--- src/rtl/mem_arb_pkg.sv ---
// rtl/mem_arb_pkg.sv - shared types and default widths for the memory arbiter
//
// Holds the arbiter FSM state encoding and the default address/data/lane widths.
// Optional feature macro used by the bundle: MEM_ARB_IBUF_EN (one-entry fetch buffer).

package mem_arb_pkg;

    localparam int ADDR_W_DEF = 32;
    localparam int DATA_W_DEF = 32;
    localparam int SEL_W_DEF  = DATA_W_DEF / 8;

    typedef enum logic [1:0] {
        IDLE     = 2'd0,
        SERVE_IF = 2'd1,
        SERVE_DM = 2'd2
    } arb_state_t;

endpackage

--- src/rtl/mem_arb_if.sv ---
// rtl/mem_arb_if.sv - request/response and shared-memory bundle for mem_arbiter
//
// Signals:
//   fetch port : if_req, if_addr -> if_ready, if_inst
//   data port  : dm_req, dm_we, dm_addr, dm_sel, dm_wdata -> dm_ready, dm_rdata
//   memory     : mem_req, mem_we, mem_addr, mem_sel, mem_wdata <- mem_ack, mem_rdata
//   control    : stall_req
// Modports:
//   slave  - the arbiter's view (requests in, responses and memory commands out)
//   master - the environment's view (requesters plus memory model)

interface mem_arb_if
    import mem_arb_pkg::*;
#(
    parameter int ADDR_W = ADDR_W_DEF,
    parameter int DATA_W = DATA_W_DEF,
    parameter int SEL_W  = SEL_W_DEF
) ();

    logic              if_req;
    logic [ADDR_W-1:0] if_addr;
    logic              if_ready;
    logic [DATA_W-1:0] if_inst;

    logic              dm_req;
    logic              dm_we;
    logic [ADDR_W-1:0] dm_addr;
    logic [SEL_W-1:0]  dm_sel;
    logic [DATA_W-1:0] dm_wdata;
    logic              dm_ready;
    logic [DATA_W-1:0] dm_rdata;

    logic              mem_req;
    logic              mem_we;
    logic [ADDR_W-1:0] mem_addr;
    logic [SEL_W-1:0]  mem_sel;
    logic [DATA_W-1:0] mem_wdata;
    logic              mem_ack;
    logic [DATA_W-1:0] mem_rdata;

    logic              stall_req;

    modport slave (
        input  if_req, if_addr,
        input  dm_req, dm_we, dm_addr, dm_sel, dm_wdata,
        input  mem_ack, mem_rdata,
        output if_ready, if_inst,
        output dm_ready, dm_rdata,
        output mem_req, mem_we, mem_addr, mem_sel, mem_wdata,
        output stall_req
    );

    modport master (
        output if_req, if_addr,
        output dm_req, dm_we, dm_addr, dm_sel, dm_wdata,
        output mem_ack, mem_rdata,
        input  if_ready, if_inst,
        input  dm_ready, dm_rdata,
        input  mem_req, mem_we, mem_addr, mem_sel, mem_wdata,
        input  stall_req
    );

endinterface

--- src/rtl/mem_arb_ibuf.sv ---
// rtl/mem_arb_ibuf.sv - one-entry instruction fetch buffer {valid, addr, inst}
//
// Instantiated by mem_arbiter only when MEM_ARB_IBUF_EN is defined.
// Ports:
//   clk, rst        clock, synchronous active-low reset
//   i_fill          a memory fetch completed this cycle (capture i_fill_addr/i_fill_inst)
//   i_clear         a store completed this cycle (buffer may be stale, drop it)
//   i_lookup_addr   address being requested by the fetch port
//   o_hit           entry valid and its address equals i_lookup_addr
//   o_inst          buffered instruction

module mem_arb_ibuf #(
    parameter int ADDR_W = 32,
    parameter int DATA_W = 32
) (
    input  logic              clk,
    input  logic              rst,
    input  logic              i_fill,
    input  logic [ADDR_W-1:0] i_fill_addr,
    input  logic [DATA_W-1:0] i_fill_inst,
    input  logic              i_clear,
    input  logic [ADDR_W-1:0] i_lookup_addr,
    output logic              o_hit,
    output logic [DATA_W-1:0] o_inst
);

    logic              r_valid;
    logic [ADDR_W-1:0] r_addr;
    logic [DATA_W-1:0] r_inst;

    // Fill and clear come from different served ports, so they never coincide.
    always_ff @(posedge clk) begin
        if (!rst) begin
            r_valid <= 1'b0;
            r_addr  <= '0;
            r_inst  <= '0;
        end else if (i_clear) begin
            r_valid <= 1'b0;
        end else if (i_fill) begin
            r_valid <= 1'b1;
            r_addr  <= i_fill_addr;
            r_inst  <= i_fill_inst;
        end
    end

    assign o_hit  = r_valid && (r_addr == i_lookup_addr);
    assign o_inst = r_inst;

endmodule

--- src/rtl/mem_arbiter.sv ---
// rtl/mem_arbiter.sv - arbitrates fetch and data ports onto one registered memory port
//
// Ports:
//   clk   clock, all state on the rising edge
//   rst   synchronous active-low reset
//   bus   mem_arb_if.slave: fetch port, data port, shared memory port, stall_req
// Data requests win over fetches in IDLE. A grant registers the command onto mem_*,
// which stays stable until mem_ack; the served port then gets a one-cycle ready pulse.
// Optional macro MEM_ARB_IBUF_EN adds a one-entry fetch buffer (mem_arb_ibuf).

module mem_arbiter
    import mem_arb_pkg::*;
#(
    parameter int ADDR_W = ADDR_W_DEF,
    parameter int DATA_W = DATA_W_DEF,
    parameter int SEL_W  = SEL_W_DEF
) (
    input  logic     clk,
    input  logic     rst,
    mem_arb_if.slave bus
);

    arb_state_t r_state;
    arb_state_t w_state_nxt;

    logic              r_mem_req;
    logic              r_mem_we;
    logic [ADDR_W-1:0] r_mem_addr;
    logic [SEL_W-1:0]  r_mem_sel;
    logic [DATA_W-1:0] r_mem_wdata;
    logic              r_if_ready;
    logic              r_dm_ready;
    logic [DATA_W-1:0] r_if_inst;
    logic [DATA_W-1:0] r_dm_rdata;

    logic              w_dm_req_eff;
    logic              w_if_req_eff;
    logic              w_grant_dm;
    logic              w_grant_if;
    logic              w_hit_take;
    logic              w_done;
    logic              w_fetch_done;
    logic              w_dm_done;
    logic              w_store_done;
    logic              w_hit;
    logic [DATA_W-1:0] w_buf_inst;

    // A requester keeps req high through its ready cycle; masking with our own
    // ready pulse stops that cycle from starting a second service.
    assign w_dm_req_eff = bus.dm_req & ~r_dm_ready;
    assign w_if_req_eff = bus.if_req & ~r_if_ready;

    always_comb begin
        w_state_nxt = r_state;
        w_grant_dm  = 1'b0;
        w_grant_if  = 1'b0;
        w_hit_take  = 1'b0;
        w_done      = 1'b0;
        case (r_state)
            IDLE: begin
                // mem_ack seen here is stray and deliberately ignored.
                if (w_dm_req_eff) begin
                    w_grant_dm  = 1'b1;
                    w_state_nxt = SERVE_DM;
                end else if (w_if_req_eff) begin
                    if (w_hit) begin
                        w_hit_take = 1'b1;
                    end else begin
                        w_grant_if  = 1'b1;
                        w_state_nxt = SERVE_IF;
                    end
                end
            end
            SERVE_IF, SERVE_DM: begin
                if (bus.mem_ack) begin
                    w_done      = 1'b1;
                    w_state_nxt = IDLE;
                end
            end
            default: w_state_nxt = IDLE;
        endcase
    end

    assign w_fetch_done = w_done && (r_state == SERVE_IF);
    assign w_dm_done    = w_done && (r_state == SERVE_DM);
    assign w_store_done = w_dm_done && r_mem_we;

    always_ff @(posedge clk) begin
        if (!rst) begin
            r_state <= IDLE;
        end else begin
            r_state <= w_state_nxt;
        end
    end

    always_ff @(posedge clk) begin
        if (!rst) begin
            r_mem_req   <= 1'b0;
            r_mem_we    <= 1'b0;
            r_mem_addr  <= '0;
            r_mem_sel   <= '0;
            r_mem_wdata <= '0;
            r_if_ready  <= 1'b0;
            r_dm_ready  <= 1'b0;
            r_if_inst   <= '0;
            r_dm_rdata  <= '0;
        end else begin
            r_if_ready <= w_fetch_done || w_hit_take;
            r_dm_ready <= w_dm_done;

            if (w_grant_dm) begin
                r_mem_req   <= 1'b1;
                r_mem_we    <= bus.dm_we;
                r_mem_addr  <= bus.dm_addr;
                r_mem_sel   <= bus.dm_sel;
                r_mem_wdata <= bus.dm_wdata;
            end else if (w_grant_if) begin
                // Fetches are full-word reads; lanes and wdata get fixed values.
                r_mem_req   <= 1'b1;
                r_mem_we    <= 1'b0;
                r_mem_addr  <= bus.if_addr;
                r_mem_sel   <= '1;
                r_mem_wdata <= '0;
            end else if (w_done) begin
                r_mem_req <= 1'b0;
            end

            if (w_fetch_done) begin
                r_if_inst <= bus.mem_rdata;
            end else if (w_hit_take) begin
                r_if_inst <= w_buf_inst;
            end

            if (w_dm_done && !r_mem_we) begin
                r_dm_rdata <= bus.mem_rdata;
            end
        end
    end

`ifdef MEM_ARB_IBUF_EN
    mem_arb_ibuf #(
        .ADDR_W (ADDR_W),
        .DATA_W (DATA_W)
    ) u_ibuf (
        .clk           (clk),
        .rst           (rst),
        .i_fill        (w_fetch_done),
        .i_fill_addr   (r_mem_addr),
        .i_fill_inst   (bus.mem_rdata),
        .i_clear       (w_store_done),
        .i_lookup_addr (bus.if_addr),
        .o_hit         (w_hit),
        .o_inst        (w_buf_inst)
    );
`else
    assign w_hit      = 1'b0;
    assign w_buf_inst = '0;
`endif

    assign bus.mem_req   = r_mem_req;
    assign bus.mem_we    = r_mem_we;
    assign bus.mem_addr  = r_mem_addr;
    assign bus.mem_sel   = r_mem_sel;
    assign bus.mem_wdata = r_mem_wdata;
    assign bus.if_ready  = r_if_ready;
    assign bus.if_inst   = r_if_inst;
    assign bus.dm_ready  = r_dm_ready;
    assign bus.dm_rdata  = r_dm_rdata;
    assign bus.stall_req = (bus.if_req & ~r_if_ready) | (bus.dm_req & ~r_dm_ready);

endmodule

--- src/flat_wrapper.sv ---
// flat-port wrapper written by rule: the top's interface ports become plain ports
module mem_arbiter_flat import mem_arb_pkg::*;
#(
    parameter int ADDR_W = ADDR_W_DEF,
    parameter int DATA_W = DATA_W_DEF,
    parameter int SEL_W  = SEL_W_DEF
)
  (clk, rst, bus_if_req, bus_if_addr, bus_dm_req, bus_dm_we, bus_dm_addr, bus_dm_sel, bus_dm_wdata, bus_mem_ack, bus_mem_rdata, bus_if_ready, bus_if_inst, bus_dm_ready, bus_dm_rdata, bus_mem_req, bus_mem_we, bus_mem_addr, bus_mem_sel, bus_mem_wdata, bus_stall_req);
  mem_arb_if #(.ADDR_W(ADDR_W), .DATA_W(DATA_W), .SEL_W(SEL_W)) bus_i ();
  input  logic clk;
  input  logic rst;
  input wire logic [$bits(bus_i.if_req)-1:0] bus_if_req;
  input wire logic [$bits(bus_i.if_addr)-1:0] bus_if_addr;
  input wire logic [$bits(bus_i.dm_req)-1:0] bus_dm_req;
  input wire logic [$bits(bus_i.dm_we)-1:0] bus_dm_we;
  input wire logic [$bits(bus_i.dm_addr)-1:0] bus_dm_addr;
  input wire logic [$bits(bus_i.dm_sel)-1:0] bus_dm_sel;
  input wire logic [$bits(bus_i.dm_wdata)-1:0] bus_dm_wdata;
  input wire logic [$bits(bus_i.mem_ack)-1:0] bus_mem_ack;
  input wire logic [$bits(bus_i.mem_rdata)-1:0] bus_mem_rdata;
  output wire logic [$bits(bus_i.if_ready)-1:0] bus_if_ready;
  output wire logic [$bits(bus_i.if_inst)-1:0] bus_if_inst;
  output wire logic [$bits(bus_i.dm_ready)-1:0] bus_dm_ready;
  output wire logic [$bits(bus_i.dm_rdata)-1:0] bus_dm_rdata;
  output wire logic [$bits(bus_i.mem_req)-1:0] bus_mem_req;
  output wire logic [$bits(bus_i.mem_we)-1:0] bus_mem_we;
  output wire logic [$bits(bus_i.mem_addr)-1:0] bus_mem_addr;
  output wire logic [$bits(bus_i.mem_sel)-1:0] bus_mem_sel;
  output wire logic [$bits(bus_i.mem_wdata)-1:0] bus_mem_wdata;
  output wire logic [$bits(bus_i.stall_req)-1:0] bus_stall_req;
  assign bus_i.if_req = bus_if_req;
  assign bus_i.if_addr = bus_if_addr;
  assign bus_i.dm_req = bus_dm_req;
  assign bus_i.dm_we = bus_dm_we;
  assign bus_i.dm_addr = bus_dm_addr;
  assign bus_i.dm_sel = bus_dm_sel;
  assign bus_i.dm_wdata = bus_dm_wdata;
  assign bus_i.mem_ack = bus_mem_ack;
  assign bus_i.mem_rdata = bus_mem_rdata;
  assign bus_if_ready = bus_i.if_ready;
  assign bus_if_inst = bus_i.if_inst;
  assign bus_dm_ready = bus_i.dm_ready;
  assign bus_dm_rdata = bus_i.dm_rdata;
  assign bus_mem_req = bus_i.mem_req;
  assign bus_mem_we = bus_i.mem_we;
  assign bus_mem_addr = bus_i.mem_addr;
  assign bus_mem_sel = bus_i.mem_sel;
  assign bus_mem_wdata = bus_i.mem_wdata;
  assign bus_stall_req = bus_i.stall_req;
  mem_arbiter #(.ADDR_W(ADDR_W), .DATA_W(DATA_W), .SEL_W(SEL_W)) u_core (.clk(clk), .rst(rst), .bus(bus_i));
endmodule
--- config.mk ---
export PLATFORM = sky130hd
export DESIGN_NAME = mem_arbiter_flat
export DESIGN_NICKNAME = d
export VERILOG_FILES = /design/src/rtl/mem_arb_pkg.sv /design/src/rtl/mem_arb_if.sv /design/src/rtl/mem_arb_ibuf.sv /design/src/rtl/mem_arbiter.sv /design/src/flat_wrapper.sv
export SDC_FILE = /design/constraint.sdc
export NUM_CORES = 1
export LEC_CHECK = 0
export CAP_MARGIN = 5
export CORE_MARGIN = 2
export CORE_UTILIZATION = 39
export CTS_BUF_LIST = sky130_fd_sc_hd__clkbuf_8 sky130_fd_sc_hd__clkbuf_16
export DETAILED_ROUTE_END_ITERATION = 10
export PLACE_DENSITY_LB_ADDON = 0.25
export SLEW_MARGIN = 25
export SYNTH_ARGS = -nofsm -noshare
export SYNTH_HDL_FRONTEND = slang
export SYNTH_HIERARCHICAL = 1
export SYNTH_SLANG_ARGS = --single-unit
--- constraint.sdc ---
create_clock -name clk -period 2.2 [get_ports clk]
set_input_delay 0.44 -clock clk [delete_from_list [all_inputs] [get_ports clk]]
set_output_delay 0.44 -clock clk [all_outputs]
set_load 0.03 [all_outputs]
==> key figures, run 1 <==
Status
  • Outcome: completed

Timing
  • Final count of negative-setup-slack endpoints: 0
  • Setup_tns: 0 ns
  • Final Skew: around 0.01 ns
  • Fmax achieved: between 500 and 600 MHz
  • Final worst path period share: 0.896
  • Worst relative slew slack: 0.411
  • Slew Viols, Final: 0
  • Final hold vios: 0
  • Worst-Margin Slew: just under 0.9 ns
  • Unrepaired setup endpoints after global routing: false
  • Tmin final: between 1.5 and 2 ns

Power and ir drop
  • Int Power: 5.10 mW
  • Net Sw Frac: 0.271
  • Power Density: about 820 nW/um2
  • Flop pwr share: 0.396
  • Static Leak: roughly 3.2 nW
  • Clk pwr share: 0.390
  • P_sw: between 1.5 and 2 mW
  • Tot Pwr: 7.00 mW
  • VDD IR max: roughly 0.53 mV
  • Share of total power in combinational logic: 0.214

Route
  • DRT iter0 DRCs: 252
  • Drt first pass iters: 6
  • Wirelength per Cell: 16.9 um
  • Routed Antenna Nets: 0
  • Number of vias per cell: 5.09
  • DRC viols: 0
  • Vias: approximately 5000
  • Routed WL: 16.6 mm

Yosys
  • Post-synthesis sequential area ratio: 0.541
  • Synthesized Nets: 687
  • Area contributors post-synth: dfxtp_1, nand2_1, a32o_1
  • Average size of a mapped cell: a little over 9 um2
  • Post-Syn Instances: 546
  • Adder-cell share of the synthesized area: 0.00735
  • Cell taking the most area after synthesis: dfxtp_1
  • Post-synth top area share: 0.541
  • #FFs+latches synth: about 140
  • Synth cell types: 32
  • Synthesized cell area: between 5000 and 6000 um2
  • Proportion of synthesized area in mux cells: 0.0627
  • Post-Synth XOR/XNOR Area: 0
  • Largest family of logic cells by synthesized area: compound AO/OA/AOI/OAI gates
  • Synth Area in Simple Gates: 0.151
  • Syn. warnings: 6
  • Compound-Gate Fraction of Synth Area: 0.185

CTS
  • Cts bufs inserted: 17
  • Skew-Pair Late Insertion Delay: between 0.4 and 0.5 ns
  • TritonCTS Sinks: 138
  • Reg clk slew, reported paths: approximately 0.05 ns
  • CTS H-Tree Depth: 4
  • Resize count post-CTS: 0
  • CTS tree: yes
  • Clk buf depth: 2
  • Setup Fix Bufs, Post-CTS: 0
  • CTS Root Buffer Type: clkbuf_16
  • Hold Buf Count CTS: 0

Global route
  • Overflow after GRT: 0
  • GR Util met1: 0.239
  • Vias in the first global route: between 4000 and 5000
  • GR peak layer: met2
  • GR Util All Layers: 0.234
  • M2 GR Usage: 0.427
  • Initial antenna violation count: 0
  • Met3 usage: 0.0956
  • First-pass GRT wire length: around 26 mm
  • Largest net degree at the start of global routing: between 40 and 50

Worst setup path
  • Setup Crit Path Kind: primary input to primary output
  • Critical Path AT: 1.53 ns
  • CP max stage cell: clkdlybuf4s50_1
  • Critical Path Fanout Max: 7
  • Max incr delay on CP: roughly 0.5 ns
  • Type of destination of the critical path: primary output
  • Startpoint types: primary input
  • Worst endpoint required time: between 1.5 and 2 ns
  • Critical-path cell list: clkdlybuf4s50_1 > nor2b_4 > or2_2 > buf_4

Finish
  • Commonest non-fill, non-tap cell in the layout: clkdlybuf4s50_1
  • Layout cell share with drive strength beyond 1: 0.0638
  • Commonest cells after routing, fill and taps aside: clkdlybuf4s50_1, dfxtp_1, nand2_1, a21oi_1
  • Number of diodes: 0
  • Post-layout net count: between 900 and 1000
  • Synthesis-to-finish area growth: 66.8%

Floorplan
  • Num rows: 41
  • I/O pin count: 275
  • Die Ht: about 120 um
  • Die area: around 14000 um2
  • Chip width: roughly 120 um
  • Core area: roughly 13000 um2
  • Initial core utilization: 0.402

Place
  • IO buf count: around 270
  • Global placer's final weighted congestion: about 0.76
  • Post-DP HPWL: 12.0 mm

Min path
  • HP Class: flip-flop to flip-flop

Job
  • Max-cap violations: 0
-- power groups by stage --
| stage | sequential [mW] | clock [mW] | combinational, mW |
|---|---|---|---|
| after floorplan | 3.15 | 0 | 0.458 |
| after global placement | 2.81 | 0 | 1.47 |
| after detailed placement | 2.82 | 0 | 1.50 |
| after CTS | 2.77 | 2.78 | 1.51 |
| after global routing | 2.79 | 2.90 | 1.58 |
| final | 2.77 | 2.73 | 1.50 |
-- logic make-up after synthesis --
kind of cell	Yosys count
AND/OR/NAND/NOR	181
AO/OA/AOI/OAI	140
flip-flops	138
buffers and inverters	52
multiplexers	32
adder cells (fa/ha/maj)	3
-- worst max-delay path: cells and delay by family --
kind	cells	cell delay, ns
buffers and inverters	2	0.65
AND/OR/NAND/NOR	2	0.44
-- path summary, 6_finish.rpt --
path / from / endpoint / slack, ns / cells past startpoint
worst max register to register: u_core/r_state[1] / u_core/bus.mem_wdata[29] / 0.57 / 6
worst min-delay path: u_core/bus.if_inst[7] / u_core/bus.if_inst[7] / 0.46 / 2
worst max-delay path: bus_dm_req / bus_stall_req / 0.23 / 4
worst min register to register: u_core/bus.if_inst[7] / u_core/bus.if_inst[7] / 0.46 / 2
-- Yosys cell counts, drive strengths merged --
library cell	count
a21oi	35
a31oi	1
a32o	33
and2	3
buf	28
clkbuf	21
clkinv	1
dfxtp	138
ha	3
inv	2
mux2i	32
nand2	134
nand2b	2
nand3	33
nand3b	1
nand4b	1
nor2	2
nor2b	3
nor3	1
o21a	1
o21ai	34
o221a	4
o22ai	32
or2	1
-- area by class of cell --
cell class,count,area [um2]
clock inverters,12,109
clock buffers,20,467
flip-flops and latches,138,2760
inverters,3,11.3
fillers,1053,4200
multi-input cells,356,2080
repair buffers,286,2880
well taps,172,215
-- through the flow --
stage	setup slack [ns]	util	std cells	instance area (um2)	hold slack [ns]
after floorplan	0.442	-	546	5110	0.483
after global placement	0.171	0.625	955	7950	0.442
after detailed placement	0.104	0.625	955	7950	0.452
after CTS	0.217	0.670	987	8520	0.458
after global routing	0.166	0.670	987	8520	0.477
final	0.229	0.670	987	8520	0.458
-- metal layers --
layer | share of wire | wire length [um]
met3 | 0.086 | 1420
met1 | 0.38 | 6240
met5 | 0 | 0
met4 | 0.021 | 350
met2 | 0.52 | 8620
-- registers in the layout (all words and copies together) (netlist names) --
signal	cells
u_core/bus.if_inst	32
u_core/bus.mem_wdata	32
u_core/bus.dm_ready	1
u_core/bus.mem_req	1
u_core/r_state	2
u_core/bus.if_ready	1
u_core/bus.mem_sel	4
u_core/bus.dm_rdata	32
u_core/bus.mem_addr	32
u_core/bus.mem_we	1
(Power assumes the default switching activity.)
==> run 2: changes to the inputs <==
clock period = 2.05 ns   (was 2.2 ns; I/O delays follow)
==> run 2 against run 1 <==
  * Power up 8.9%
  * Final cell count is the same
  * Critical path depth shrank 3
  * Critical endpoint is now bus_dm_ready
  * Largest cell class unchanged
==> key figures, run 2 (synthesis results as in run 1) <==
Timing
  • Worst relative slew slack: 0.392
  • Fmax achieved: between 500 and 600 MHz
  • Tmin final: 1.94 ns
  • Unrepaired setup endpoints after global routing: false
  • Final Skew: 0.0118 ns
  • Final worst path period share: 0.944
  • Final hold vios: 0
  • Final setup margin: between 0.1 and 0.15 ns
  • Slew Viols, Final: 0
  • Final count of negative-setup-slack endpoints: 0
  • Worst-Margin Slew: roughly 0.91 ns

CTS
  • Setup Fix Bufs, Post-CTS: 0
  • Skew-Pair Late Insertion Delay: between 0.4 and 0.5 ns
  • CTS tree: yes
  • Cts bufs inserted: 17
  • TritonCTS Sinks: 138
  • CTS Root Buffer Type: clkbuf_16
  • CTS H-Tree Depth: 4
  • Resize count post-CTS: 0
  • Clk buf depth: 2
  • Reg clk slew, reported paths: about 0.05 ns
  • Hold Buf Count CTS: 0

Floorplan
  • Die Ht: around 120 um
  • Initial core utilization: 0.402
  • Chip width: approximately 120 um
  • Die area: 14000 um2
  • Core area: roughly 13000 um2
  • I/O pin count: between 200 and 300
  • Num rows: 41

Place
  • Post-DP HPWL: 12.0 mm
  • Dpl cells: 956
  • Dpl ws: -0.0425 ns
  • Global placer's final weighted congestion: approximately 0.77
  • Post-DP Area: ~8000 um2
  • IO buf count: 274

Global route
  • Vias in the first global route: 5106
  • Initial antenna violation count: 0
  • GR peak layer: met2
  • Overflow after GRT: 0
  • GR Util All Layers: 0.234
  • M2 GR Usage: 0.418
  • First-pass GRT wire length: around 26 mm
  • Largest net degree at the start of global routing: 47
  • GR Util met1: 0.238
  • Met3 usage: 0.101

Finish
  • Layout cell share with drive strength beyond 1: 0.0675
  • Layout Cells excl Fill: 987
  • Post-route cell area: around 8600 um2
  • Synthesis-to-finish area growth: 67.6%
  • Post-layout net count: between 900 and 1000
  • Fill count: ~1000
  • Commonest cells after routing, fill and taps aside: clkdlybuf4s50_1, dfxtp_1, nand2_1, a21oi_1
  • Multi-input gate area: 2080 um2
  • Number of diodes: 0
  • Commonest non-fill, non-tap cell in the layout: clkdlybuf4s50_1
  • Reg area: approximately 2800 um2

Worst setup path
  • CP max stage cell: clkdlybuf4s50_1
  • Max incr delay on CP: approximately 0.73 ns
  • Worst endpoint required time: 1.64 ns
  • WP buf/inv: 1
  • Setup Crit Path Kind: flip-flop to primary output
  • CP top delay family: buffers and inverters
  • Critical Path Fanout Max: 3
  • Critical-path cell list: clkdlybuf4s50_1
  • Critical Path AT: about 1.5 ns
  • Type of destination of the critical path: primary output
  • Startpoint types: flip-flop

Power and ir drop
  • Static Leak: 3.19 nW
  • Power Density: 890 nW/um2
  • VDD IR max: around 0.63 mV
  • Tot Pwr: around 7.6 mW

Status
  • Outcome: completed

Route
  • Wirelength per Cell: approximately 17 um
  • Number of vias per cell: between 5 and 6
  • DRT iter0 DRCs: 272
  • Drt first pass iters: 4
  • Routed Antenna Nets: 0
  • Vias: about 5000
  • DRC viols: 0
  • Routed WL: about 17 mm

Min path
  • HP Class: primary input to flip-flop

Job
  • Max-cap violations: 0
run 2: cell types whose count changed in the layout (fill, tap and decap cells not counted), sizes merged:
cell      before  now
clkinvlp       2    0
clkinv         4    7
bufinv         2    3
inv            7    4
buf           14   15
run 2: report_power, final:
part	switching [mW]	internal (mW)
sequential	0.102	2.87
combinational	0.862	0.752
clock	1.06	1.98
run 2: per-layer routing:
metal	vias to the layer above	share of wire	routed length (um)
met5	-	0	0
met4	0	0.025	418
met3	27	0.091	1520
met2	205	0.52	8590
met1	2353	0.37	6150
li1	2440	-	-
run 2: layout make-up:
type	count	share of cell area
repair buffers	287	0.338
flip-flops and latches	138	0.323
multi-input cells	356	0.243
clock buffers	20	0.0545
well taps	172	0.0251
clock inverters	11	0.0149
inverters	3	0.00132
run 2: stage by stage:
| step | setup TNS (ns) | util | hold slack, ns |
|---|---|---|---|
| after floorplan | 0 | - | 0.483 |
| after global placement | 0 | 0.626 | 0.441 |
| after detailed placement | -0.227 | 0.626 | 0.450 |
| after CTS | 0 | 0.673 | 0.383 |
| after global routing | 0 | 0.673 | 0.427 |
| final | 0 | 0.673 | 0.402 |
run 2: final timing paths:
| kind | from | end | slack (ns) | depth (start not counted) |
|---|---|---|---|---|
| max reg2reg | u_core/r_state[1] | u_core/bus.mem_wdata[8] | 0.42 | 6 |
| min | rst | u_core/bus.dm_ready | 0.40 | 3 |
| min reg2reg | u_core/bus.if_inst[4] | u_core/bus.if_inst[4] | 0.45 | 2 |
| max | u_core/bus.dm_ready | bus_dm_ready | 0.11 | 1 |
run 2: worst min-delay path, delay by kind of cell:
kind,cells,cell delay (ns)
buf+inv,1,0.22
simple gates,2,0.14
==> run 3: changes to the inputs <==
CORE_MARGIN = not set   (was 2)
CORE_UTILIZATION = 35   (was 39)
clock period = 1.6 ns   (was 2.05 ns; I/O delays follow)
==> run 3 against run 2 <==
  * Routed wire length shrank 0.23%
  * Combinational power increased by 23%
  * Die area rose by 7.5%
  * Count of clock-buffer cells in the layout rose by 1
  * Sequential power increased by 28%
  * Worst setup slack worse by 0.040 ns
  * Critical path depth stayed put
  * First-iteration DRC count down 25%
  * Sequential share of layout area down 0.11 points
  * Design area increased by 0.48%
  * Utilization fell by 6.0 points
  * Power is 29% higher
  * Critical path type unchanged
==> key figures, run 3 (synthesis results as in run 1) <==
Status
  • Outcome: completed

Timing
  • Fmax achieved: 655 MHz
  • Final Skew: 0.00573 ns
  • Final worst path period share: 0.954
  • Tmin final: 1.53 ns
  • Min Hold Slack: around 0.27 ns
  • Slew Viols, Final: 0
  • Worst-Margin Slew: approximately 0.48 ns
  • Worst relative slew slack: 0.680
  • Final hold vios: 0
  • Setup_tns: 0 ns
  • Final count of negative-setup-slack endpoints: 0

Worst setup path
  • Critical-path cell list: dlygate4sd2_1
  • FF-to-FF End: u_core/bus.mem_wdata[2]
  • Worst Reg2Reg Path Length in Cells: 6
  • Max incr delay on CP: approximately 0.44 ns
  • Critical Path Fanout Max: 3
  • Setup Crit Path Kind: flip-flop to primary output
  • Crit path from: u_core/bus.mem_we
  • Reg-to-reg critical path startpoint: u_core/r_state[0]
  • CP top delay family: buffers and inverters
  • Worst endpoint required time: roughly 1.3 ns
  • Type of destination of the critical path: primary output
  • R2R Setup Slk: roughly 0.09 ns
  • Setup crit end: bus_mem_we
  • WP buf/inv: 1
  • CP max stage cell: dlygate4sd2_1
  • Critical Path AT: around 1.2 ns
  • Startpoint types: flip-flop
  • Stages on worst setup path: 1

CTS
  • TritonCTS Sinks: around 140
  • CTS H-Tree Depth: 4
  • Skew-Pair Late Insertion Delay: between 0.4 and 0.5 ns
  • CTS Root Buffer Type: clkbuf_16
  • Cts bufs inserted: 17
  • Reg clk slew, reported paths: roughly 0.060 ns
  • Hold Buf Count CTS: 0
  • Clk buf depth: 2
  • CTS tree: yes

Place
  • IO buf count: between 200 and 300
  • Global placer's final weighted congestion: 0.782
  • Post-DP HPWL: 11.7 mm

Global route
  • Initial antenna violation count: 0
  • Largest net degree at the start of global routing: 55
  • Overflow after GRT: 0
  • GR Util All Layers: 0.216
  • Vias in the first global route: about 4900
  • First-pass GRT wire length: between 20 and 30 mm

Route
  • Routed Antenna Nets: 0
  • Drt first pass iters: 6
  • DRC viols: 0
  • Routed WL: 16.6 mm
  • Vias: 5058
  • Wirelength per Cell: roughly 16 um
  • DRT iter0 DRCs: between 200 and 250
  • Number of vias per cell: about 5.0

Floorplan
  • I/O pin count: 275
  • Chip width: between 100 and 150 um
  • Die Ht: 123 um
  • Initial core utilization: 0.364
  • Num rows: 43
  • Core area: between 10000 and 15000 um2
  • Die area: about 15000 um2

Power and ir drop
  • Static Leak: approximately 3.9 nW
  • Power Density: 1150 nW/um2
  • VDD IR max: just under 0.7 mV
  • Tot Pwr: ~9.9 mW

Finish
  • Commonest non-fill, non-tap cell in the layout: dlygate4sd2_1
  • Commonest cells after routing, fill and taps aside: dlygate4sd2_1, dfxtp_1, clkdlybuf4s50_1, nand2_1, a21oi_1
  • Synthesis-to-finish area growth: 68.4%
  • Layout cell share with drive strength beyond 1: 0.0892
  • Number of diodes: 0
  • Post-layout net count: approximately 960
  • Fill count: between 1000 and 1500

Job
  • Max-cap violations: 0

Min path
  • HP Class: primary input to flip-flop
## run 3: cell count changes in the layout (fill, tap and decap cells not counted), moves of 3 or more
| cell | before | now |
|---|---|---|
| buf_4 | 10 | 20 |
| clkdlybuf4s50_1 | 272 | 134 |
| clkinv_2 | 6 | 1 |
| dfxtp_1 | 138 | 135 |
| dfxtp_2 | 0 | 3 |
| dlygate4sd2_1 | 0 | 138 |
## run 3: per-stage QoR
stage                     std cells  instance area [um2]  utilization  setup WS [ns]
after detailed placement        974                 8080        0.575         -0.228
after floorplan                 546                 5110            -         0.0761
after global routing           1010                 8600        0.613       -0.00327
after global placement          974                 8080        0.575         -0.168
after CTS                      1009                 8560        0.610        0.00121
final                          1010                 8600        0.613         0.0743
## run 3: cell type report
type	instances	area [um2]	share of cell area
inverters	3	11.3	0.00131
well taps	180	225	0.0262
flip-flops and latches	138	2770	0.322
clock buffers	21	480	0.0559
repair buffers	301	2880	0.334
clock inverters	11	144	0.0167
multi-input cells	356	2100	0.244
## run 3: routing by layer
layer  GRT usage  share of wire  vias up
met5           0              0        -
li1            -              -     2469
met4      0.0770          0.018        0
met1       0.240           0.39     2372
met2       0.382           0.51      193
met3      0.0734          0.084       24
## run 3: how the worst min path moves through the flow
| stage | startpoint | endpoint | slack (ns) | depth (start not counted) |
|---|---|---|---|---|
| finish | rst | u_core/bus.mem_wdata[18] | 0.27 | 2 |
| global route | rst | u_core/bus.mem_wdata[18] | 0.26 | 2 |
| CTS | rst | u_core/bus.mem_wdata[21] | 0.26 | 2 |
| detailed placement | u_core/bus.if_inst[2] | u_core/bus.if_inst[2] | 0.45 | 2 |
| global placement | u_core/bus.if_inst[15] | u_core/bus.if_inst[15] | 0.44 | 2 |
| floorplan | bus_dm_wdata[0] | u_core/bus.mem_wdata[0] | 0.45 | 1 |
## run 3: where the power goes
group	switching [mW]	leakage [nW]	total [mW]	internal, mW
clock network	1.46	0.308	4.07	2.61
registers	0.118	1.13	3.80	3.68
logic	1.12	2.43	1.98	0.864
## run 3: repair_timing
action                                  4_1_cts  5_1_grt
cloned                                        0        1
endpoints found under the setup margin      137       62
gates resized for setup                     141        4
setup buffers                                 3        0
